## src/rtl/memory_ram_sdp.sv

```systemverilog
`default_nettype none
// ============================================================================
// Module      : memory_ram_sdp
// Description : Simple dual-port RAM with one write port and one read port on
//               a single clock. The read port can be configured for
//               read-first, write-first or no-change behaviour on a
//               same-address collision. An optional output register is
//               available. An optional zero-fill sweep runs after reset.
//
// Ports       : clk            - clock; all state changes on the rising edge
//               resetn         - asynchronous active-low reset
//               write_en       - write request for this cycle
//               write_address  - write location (DEPTH_BITS)
//               write_data_in  - write data (WIDTH)
//               read_en        - read request for this cycle
//               read_address   - read location (DEPTH_BITS)
//               read_data_out  - registered read data (WIDTH)
//               read_valid     - one-cycle pulse aligned with read data
//               init_busy      - high while the zero-fill sweep runs
//               collision      - one-cycle pulse, one cycle after an accepted
//                                same-address read and write
//
// Revision    : 1.0 - initial release
// ============================================================================
module memory_ram_sdp #(
    parameter int WIDTH          = 8,
    parameter int DEPTH_BITS     = 2,
    parameter int READ_MODE      = 0,
    parameter int OUT_REG        = 0,
    parameter int CLEAR_ON_RESET = 1
) (
    input  logic                  clk,
    input  logic                  resetn,
    input  logic                  write_en,
    input  logic [DEPTH_BITS-1:0] write_address,
    input  logic [WIDTH-1:0]      write_data_in,
    input  logic                  read_en,
    input  logic [DEPTH_BITS-1:0] read_address,
    output logic [WIDTH-1:0]      read_data_out,
    output logic                  read_valid,
    output logic                  init_busy,
    output logic                  collision
);

    localparam int                    c_DEPTH     = 1 << DEPTH_BITS;
    localparam logic [DEPTH_BITS-1:0] c_LAST_ADDR = '1;

    // Controller states
    localparam logic [0:0] c_ST_CLEAR = 1'b0;
    localparam logic [0:0] c_ST_RUN   = 1'b1;
    localparam logic [0:0] c_ST_RESET = (CLEAR_ON_RESET != 0) ? c_ST_CLEAR : c_ST_RUN;

    // ------------------------------------------------------------------------
    // Storage and control registers
    // ------------------------------------------------------------------------
    logic [WIDTH-1:0]      r_mem [c_DEPTH];
    logic [0:0]            r_state;
    logic [DEPTH_BITS-1:0] r_sweep_addr;
    logic                  r_s1_valid;
    logic [WIDTH-1:0]      r_s1_data;
    logic                  r_coll;

    // ------------------------------------------------------------------------
    // Request qualification
    // ------------------------------------------------------------------------
    logic                  w_run;
    logic                  w_sweep;
    logic                  w_wr_accept;
    logic                  w_rd_accept;
    logic                  w_hit;
    logic                  w_rd_fire;
    logic [WIDTH-1:0]      w_rd_value;
    logic                  w_mem_we;
    logic [DEPTH_BITS-1:0] w_mem_waddr;
    logic [WIDTH-1:0]      w_mem_wdata;

    // Gating with resetn keeps the array untouched while reset is held: the
    // only way memory gets zeroed is the sweep after reset is released.
    assign w_run       = (r_state == c_ST_RUN)   && resetn;
    assign w_sweep     = (r_state == c_ST_CLEAR) && resetn;
    assign w_wr_accept = w_run && write_en;
    assign w_rd_accept = w_run && read_en;
    assign w_hit       = w_wr_accept && w_rd_accept && (read_address == write_address);

    // No-change mode drops a colliding read entirely; the write still lands.
    assign w_rd_fire   = w_rd_accept && !((READ_MODE == 2) && w_hit);

    // The array is read before this edge's write takes effect, so the plain
    // array value is the "old" data; write-first substitutes the new data.
    always_comb begin
        w_rd_value = r_mem[read_address];
        if ((READ_MODE == 1) && w_hit) begin
            w_rd_value = write_data_in;
        end
    end

    // The sweep owns the write port while it runs.
    always_comb begin
        w_mem_we    = w_wr_accept;
        w_mem_waddr = write_address;
        w_mem_wdata = write_data_in;
        if (w_sweep) begin
            w_mem_we    = 1'b1;
            w_mem_waddr = r_sweep_addr;
            w_mem_wdata = '0;
        end
    end

    // ------------------------------------------------------------------------
    // Memory array (no reset: contents survive resetn)
    // ------------------------------------------------------------------------
    always_ff @(posedge clk) begin
        if (w_mem_we) begin
            r_mem[w_mem_waddr] <= w_mem_wdata;
        end
    end

    // ------------------------------------------------------------------------
    // Controller, sweep counter and first read stage
    // ------------------------------------------------------------------------
    always_ff @(posedge clk or negedge resetn) begin
        if (!resetn) begin
            r_state      <= c_ST_RESET;
            r_sweep_addr <= '0;
            r_s1_valid   <= 1'b0;
            r_s1_data    <= '0;
            r_coll       <= 1'b0;
        end else begin
            r_coll     <= w_hit;
            r_s1_valid <= w_rd_fire;
            if (w_rd_fire) begin
                r_s1_data <= w_rd_value;
            end

            if (r_state == c_ST_CLEAR) begin
                // Counter parks on the last address instead of wrapping.
                if (r_sweep_addr == c_LAST_ADDR) begin
                    r_state <= c_ST_RUN;
                end else begin
                    r_sweep_addr <= r_sweep_addr + DEPTH_BITS'(1);
                end
            end
        end
    end

    assign init_busy = (r_state == c_ST_CLEAR);
    assign collision = r_coll;

    // ------------------------------------------------------------------------
    // Optional output register stage
    // ------------------------------------------------------------------------
    generate
        if (OUT_REG != 0) begin : g_out_reg
            logic             r_s2_valid;
            logic [WIDTH-1:0] r_s2_data;

            always_ff @(posedge clk or negedge resetn) begin
                if (!resetn) begin
                    r_s2_valid <= 1'b0;
                    r_s2_data  <= '0;
                end else begin
                    r_s2_valid <= r_s1_valid;
                    if (r_s1_valid) begin
                        r_s2_data <= r_s1_data;
                    end
                end
            end

            assign read_valid    = r_s2_valid;
            assign read_data_out = r_s2_data;
        end else begin : g_direct_out
            assign read_valid    = r_s1_valid;
            assign read_data_out = r_s1_data;
        end
    endgenerate

endmodule
`default_nettype wire

```

## config.mk

```make
export PLATFORM = sky130hd
export DESIGN_NAME = memory_ram_sdp
export DESIGN_NICKNAME = d
export VERILOG_FILES = /design/src/rtl/memory_ram_sdp.sv
export SDC_FILE = /design/constraint.sdc
export NUM_CORES = 1
export LEC_CHECK = 0
export BUFFER_PORTS_ARGS = -buffer_cell sky130_fd_sc_hd__buf_2
export CAP_MARGIN = 0
export CORE_MARGIN = 2
export CORE_UTILIZATION = 35
export CTS_BUF_LIST = sky130_fd_sc_hd__clkbuf_16
export DETAILED_ROUTE_END_ITERATION = 16
export PLACE_DENSITY = 0.58
export SYNTH_ARGS = -nofsm -noshare
export SYNTH_HDL_FRONTEND = slang
export SYNTH_SLANG_ARGS = --single-unit
```

## constraint.sdc

```tcl
create_clock -name clk -period 4.35 [get_ports clk]
set_clock_uncertainty 0.15 [all_clocks]
set_input_delay 0.435 -clock clk [delete_from_list [all_inputs] [get_ports clk]]
set_output_delay 0.435 -clock clk [all_outputs]
set_load 0.03 [all_outputs]
```

==> metrics, run 1 <==
full die area=approximately 0.0057 mm2; Placeable Area=0.00501 mm2; CP startpoint=resetn; fin. max-slew vios=0; First DRT Iteration DRCs=38; CTS sink count=between 40 and 50; WP data required=between 4 and 5 ns; worst slack at placement=~1.8 ns; grt ovf=0; vias in the first global route=around 950; Worst R2R Start=r_state$_DFF_PN0_; Reg2Reg Setup Slack=2.10 ns; area leader, netlist=edfxtp_1; peak supply drop=around 0.37 mV; Tmin final=roughly 2.7 ns; sequential share of the synthesized area=roughly 72%; detailed-route DRC error count=0; Area Growth Syn to Fin=20.4%; setup violators final=0; Placer Congestion=0.752; Wirelength per Cell=roughly 17 um; CP Launch Type=input pin; Ys Warns=0; MaxCap Viol Count=0; CP Capture Point=r_mem[0][6]$_DFFE_PP_; Chip Height=between 70 and 80 um; total iterations of the first detailed-routing run=4; synthesized net count=about 120; port buffer count=26; Synth top area share=53.7%; Worst-path clk slew=~0.06 ns; CP max-delay cell=nor2_1; f_max=approximately 0.37 GHz; vias=a little over 900; Leak=~0.81 nW; Unique masters post-synth=23; Cell Area, Synth=~0.0018 mm2; RR Endpoint=r_mem[0][6]$_DFFE_PP_; CP Max Fanout=17; worst setup path class=in2reg; TritonCTS Buffers=5; Post-DP HPWL=2400 um; Cell Chain, Critical Path=dlygate4sd3_1, buf_2, nand2b_1, mux2_2, nor2_1; RSZ-0062 raised after global routing=false; largest net degree at the start of global routing=18; Tot Pwr=0.000996 W; number of nets with antenna violations after routing=0; CTS tree=done; CP Depth=5; Synth area leaders=edfxtp_1 (54%), dfrtp_1 (18%), mux4_2 (10%); Post-Route WL=~3400 um; ratio of cells with drive above 1 in the final layout=slightly below 40%; CP endpoint kind=register; Overall Global Routing Usage=around 14%; filler cell count=~480; # diodes=0; CTS-repair resized insts=0; global-route wire length before repair=about 5300 um; CP peak stage delay=roughly 0.55 ns; Data arrival, critical path=2.50 ns; I/O Pins=27; Avg Inst Size Synth=approximately 18 um2; H-tree depth=2; worst path bufs/invs=2; Seq cells post-synth=45; CTS root buf=clkbuf_16; Cells after Synth=between 90 and 100; outcome=complete, no violations; Tcrit/Tclk final=a little over three fifths; clk buf depth=2; Hold/Removal Path Class=in2reg; worst skew pair latency=0.28 ns; Pwr Density=463 mW/mm2; Worst Reg-to-Reg Cells=3; Core Rows=26; # nets final=around 150; delay-heaviest family, CP=buffers and inverters; Worst-Margin Slew=around 0.77 ns; antenna violations before repair=0; setup ws final=around 1.6 ns; Die W=between 70 and 80 um; Slew HR=approximately half; setup_tns=0 ns; count of final hold-check violations=0; Vias per Instance=around 4.6; Starting Density=between 30% and 40%
state kept, by name (all words and copies together) (netlist names):
register and flops:
read_data_out 8, r_mem 32, r_sweep_addr 2, r_state 1, read_valid 1, collision 1
worst min-delay path, cell delays in order:
cell and delay (ns):
buf_2 0.11, nand2_1 0.05, nor3_1 0.04
cell usage in the layout (no fill, tap or decap), drive strengths merged, types with 2 or more instances in the layout:
cell and n:
clkbuf 5, dfrtp 13, buf 26, and2 8, xor2 2, o21ai 2
inv 4, nor2 6, mux4 8, edfxtp 32, mux2 10
power breakdown:
group          internal [W]  leakage (nW)  total [W]  switching, W
Clock              0.000267        0.0826   0.000415      0.000149
Combinational     0.0000362         0.294  0.0000931     0.0000568
Sequential         0.000480         0.438   0.000488    0.00000812
metal layers:
metal,GRT usage (%),share of wire [%],vias up
met5,0,0,-
met4,6.43,0.86,0
met3,4.10,4.0,2
met2,21.1,50,17
met1,18.7,45,464
li1,-,-,424
stage by stage:
stage / std cells / instance area, um2 / hold WS, ns / util, %
after global routing: 199 / 2150 / 0.255 / 43.0
after global placement: 190 / 1980 / 0.207 / 39.5
after detailed placement: 190 / 1980 / 0.216 / 39.5
final: 199 / 2150 / 0.242 / 43.0
after CTS: 199 / 2150 / 0.227 / 43.0
after floorplan: 98 / 1790 / -0.0106 / -
worst min path at each step:
stage | from | cells after the start | endpoint
2_1_floorplan | resetn | 0 | collision$_DFF_PN0_
3_3_place_gp | resetn | 1 | r_sweep_addr[0]$_DFFE_PN0P_
3_5_place_dp | resetn | 1 | r_sweep_addr[0]$_DFFE_PN0P_
4_1_cts | write_en | 3 | collision$_DFF_PN0_
5_1_grt | write_en | 3 | collision$_DFF_PN0_
6_report | write_en | 3 | collision$_DFF_PN0_
layout make-up:
type	count	area (um2)	share of cell area [%]
Clock buffer	5	125	5.81
Clock inverter	3	37.5	1.74
Inverter	3	11.3	0.523
Multi-Input combinational cell	46	465	21.6
Sequential cell	45	1290	59.7
Tap cell	70	87.6	4.07
Timing Repair Buffer	27	140	6.51
logic make-up after synthesis:
kind of cell	share of synthesized area, %
adder cells (fa/ha/maj)	0.700
XOR/XNOR	1.47
flip-flops	71.9
AND/OR/NAND/NOR	6.37
AO/OA/AOI/OAI	0.560
buffers and inverters	2.03
multiplexers	16.9
Yosys cell counts:
library cell   n
inv_1          3
and3_1         1
mux2i_1        1
and3b_1        1
nand2_1        1
and2_1         8
dfrtp_1       13
nand3_1        1
nor2b_1        1
mux2_2        10
xor2_1         2
edfxtp_1      32
buf_6          1
nor3_1         1
nor2_1         6
nand2b_1       1
o21ai_0        2
mux4_2         8
clkbuf_1       1
clkbuf_2       1
ha_1           1
buf_2          1
xnor2_1        1
timing repair:
| action | 4_1_cts | 5_1_grt |
|---|---|---|
| endpoints found under the setup margin | 0 | 0 |
| setup buffers | 0 | 0 |
| hold endpoints to repair | 13 | 0 |
| hold buffers | 1 | 0 |
No activity file was read; power rests on OpenSTA's default activity.
==> run 2: changes to the inputs <==
ABC_AREA = 1   (was unset)
PLACE_DENSITY = 0.6   (was 0.58)
clock period = 2.4 ns   (was 4.35 ns; I/O delays follow)
==> run 2 against run 1 <==
Effect of this change:
- non-clock buffer count rose by 1
- sequential power rose by 80%
- critical path depth rose by 2
- via count rose by 50%
- sequential cell count did not move
- first-iteration DRC count rose to 4.1 times the previous value
- worst setup slack got worse by 1.2 ns
- design area rose by 13%
- die area rose by 15%
- count of clock-buffer cells in the layout did not move
- core utilization rose by 0.28 points
- critical path type unchanged
- highest routed layer unchanged
==> metrics, run 2 <==
Synth top area share=between 40% and 50%; Seq pwr share=roughly half; MaxCap Viol Count=0; CTS tree=done; setup_tns=0 ns; WP data required=~2.2 ns; # nets final=261; area leader, netlist=edfxtp_1; Int Pwr=roughly 0.0014 W; total iterations of the first detailed-routing run=4; Overall Global Routing Usage=13.7%; Unique masters post-synth=22; fin. max-slew vios=0; CP Launch Type=input pin; hold slack=about 0.10 ns; CTS root buf=clkbuf_16; f_max=0.502 GHz; number of flops mapped to enable cells by yosys=32; Chip Height=between 80 and 90 um; TritonCTS Buffers=5; Leak=~1.2 nW; most used cell, CP=nand2_2; outcome=complete, no violations; Synth async-reset ratio=between 20% and 30%; cell area after layout=about 0.0024 mm2; clock share of power=approximately two fifths; utilization after layout=between 40% and 50%; First DRT Iteration DRCs=around 160; combinational fraction of design power=roughly 10%; P_sw=0.000416 W; Seq cells post-synth=45; Wirelength per Cell=approximately 13 um; Cells after Synth=roughly 210; port buffer count=26; Cell Area, Synth=between 0.002 and 0.0025 mm2; number of flip-flops under the largest register name=32; sequential share of the synthesized area=roughly 62%; antenna violations before repair=0; CP max-delay cell=dlygate4sd3_1; placed instance count=roughly 310; most frequent cells after synthesis=nand2_1 (63), inv_1 (44), edfxtp_1 (32); I/O Pins=27; Worst-Margin Slew=approximately 0.62 ns; full die area=0.00653 mm2; vias=about 1,400; commonest non-fill, non-tap cell in the layout=nand2_1; Tcrit/Tclk final=between 80% and 90%; Ys Warns=0; Pwr Density=752 mW/mm2; Starting Density=between 30% and 40%; worst skew pair latency=approximately 0.28 ns; # diodes=0; Area Growth Syn to Fin=17.5%; global-route wire length before repair=between 6000 and 7000 um; CTS sink count=45; Top reg by flops=r_mem; Synth area leaders=edfxtp_1 (47%), dfrtp_1 (16%), nand2_1 (11%); switch share=22.8%; Placeable Area=0.00561 mm2; Post-DP HPWL=around 3100 um; CP peak stage delay=0.53 ns; Core Rows=27; count of final hold-check violations=0; Worst-path clk slew=~0.060 ns; Layout Cells excl Fill=317; CTS-repair resized insts=0; number of nets with antenna violations after routing=0; Avg Inst Size Synth=9.69 um2; count leader, synth=nand2_1; top_reg_cell synth=edfxtp_1; H-tree depth=2; Post-Route WL=just over 4000 um; clk buf depth=2; detailed-route DRC error count=0; most frequent cells in the layout=nand2_1 (63), inv_1 (45), edfxtp_1 (32); filler cell count=551; synthesized net count=230; Hold/Removal Path Class=in2reg; Vias per Instance=4.30; setup violators final=0; RSZ-0062 raised after global routing=false; vias in the first global route=roughly 1,300; Data arrival, critical path=1.76 ns; Tmin final=between 1.5 and 2 ns; Placer Congestion=just over 0.8; peak supply drop=around 0.3 mV; worst setup path class=in2reg; DP Area=0.00225 mm2; ratio of cells with drive above 1 in the final layout=23.3%; largest net degree at the start of global routing=19; CP Max Fanout=8; CP endpoint kind=register; Slew HR=about three fifths; grt ovf=0; Cell Chain, Critical Path=dlygate4sd3_1, buf_2, nand2_4, nand2_1, nand2_2, nand2_2, nor2_1; Die W=just over 80 um
[run 2: final cells by class]
class	count	area (um2)	share of cell area, %
flip-flops and latches	45	1290	53.0
multi-input cells	114	539	22.2
inverters	50	195	8.05
repair buffers	28	148	6.09
clock buffers	5	125	5.16
well taps	72	90.1	3.71
clock inverters	3	42.5	1.75
[run 2: cells by family after synthesis]
group                      Yosys count  synth area share, %
xor gates and xnor gates             1                0.424
buffers and inverters               54                 11.6
and+or+nand+nor                    109                 24.2
DFF                                 45                 62.3
adders and majority gates            1                0.606
AOI/OAI and AO/OA                    3                0.909
[run 2: repair_timing]
item,CTS,global route
setup buffers,0,0
hold buffers,1,0
endpoints found under the hold margin,13,0
[run 2: worst max-delay path, delay by kind of cell]
family | cells | cell delay [ns]
simple gates | 5 | 0.84
buf+inv | 2 | 0.68
[run 2: worst paths after layout]
check	start	end	slack, ns	cells after the start
max	resetn	r_mem[2][1]$_DFFE_PP_	0.41	7
min	write_en	collision$_DFF_PN0_	0.10	3
max reg2reg	r_state$_DFF_PN0_	r_mem[2][1]$_DFFE_PP_	0.53	5
min reg2reg	read_data_out[1]$_DFFE_PN0P_	read_data_out[1]$_DFFE_PN0P_	0.33	2
max in group asynchronous	resetn	read_data_out[5]$_DFFE_PN0P_	1.58	3
min in group asynchronous	resetn	r_sweep_addr[1]$_DFFE_PN0P_	0.35	3
[run 2: metal layers]
metal / share of wire (%) / global-route usage, % / up-vias
met2: 48 / 22.2 / 46
met5: 0 / 0 / -
met4: 1.9 / 5.76 / 0
met1: 44 / 17.3 / 607
met3: 6.6 / 3.89 / 6
li1: - / - / 705
[run 2: stage by stage]
stage | setup slack, ns | total power (W)
finish | 0.410 | 0.00183
global route | 0.254 | 0.00188
CTS | 0.383 | 0.00183
detailed placement | 0.523 | 0.00108
global placement | 0.570 | 0.00108
floorplan | 0.597 | 0.00102
[run 2: power groups by stage]
stage	combinational, W	sequential [W]	clock, W
5_1_grt	0.000203	0.000882	0.000799
4_1_cts	0.000185	0.000879	0.000770
2_1_floorplan	0.0000833	0.000934	0
3_3_place_gp	0.000183	0.000894	0
6_report	0.000183	0.000879	0.000763
3_5_place_dp	0.000183	0.000895	0
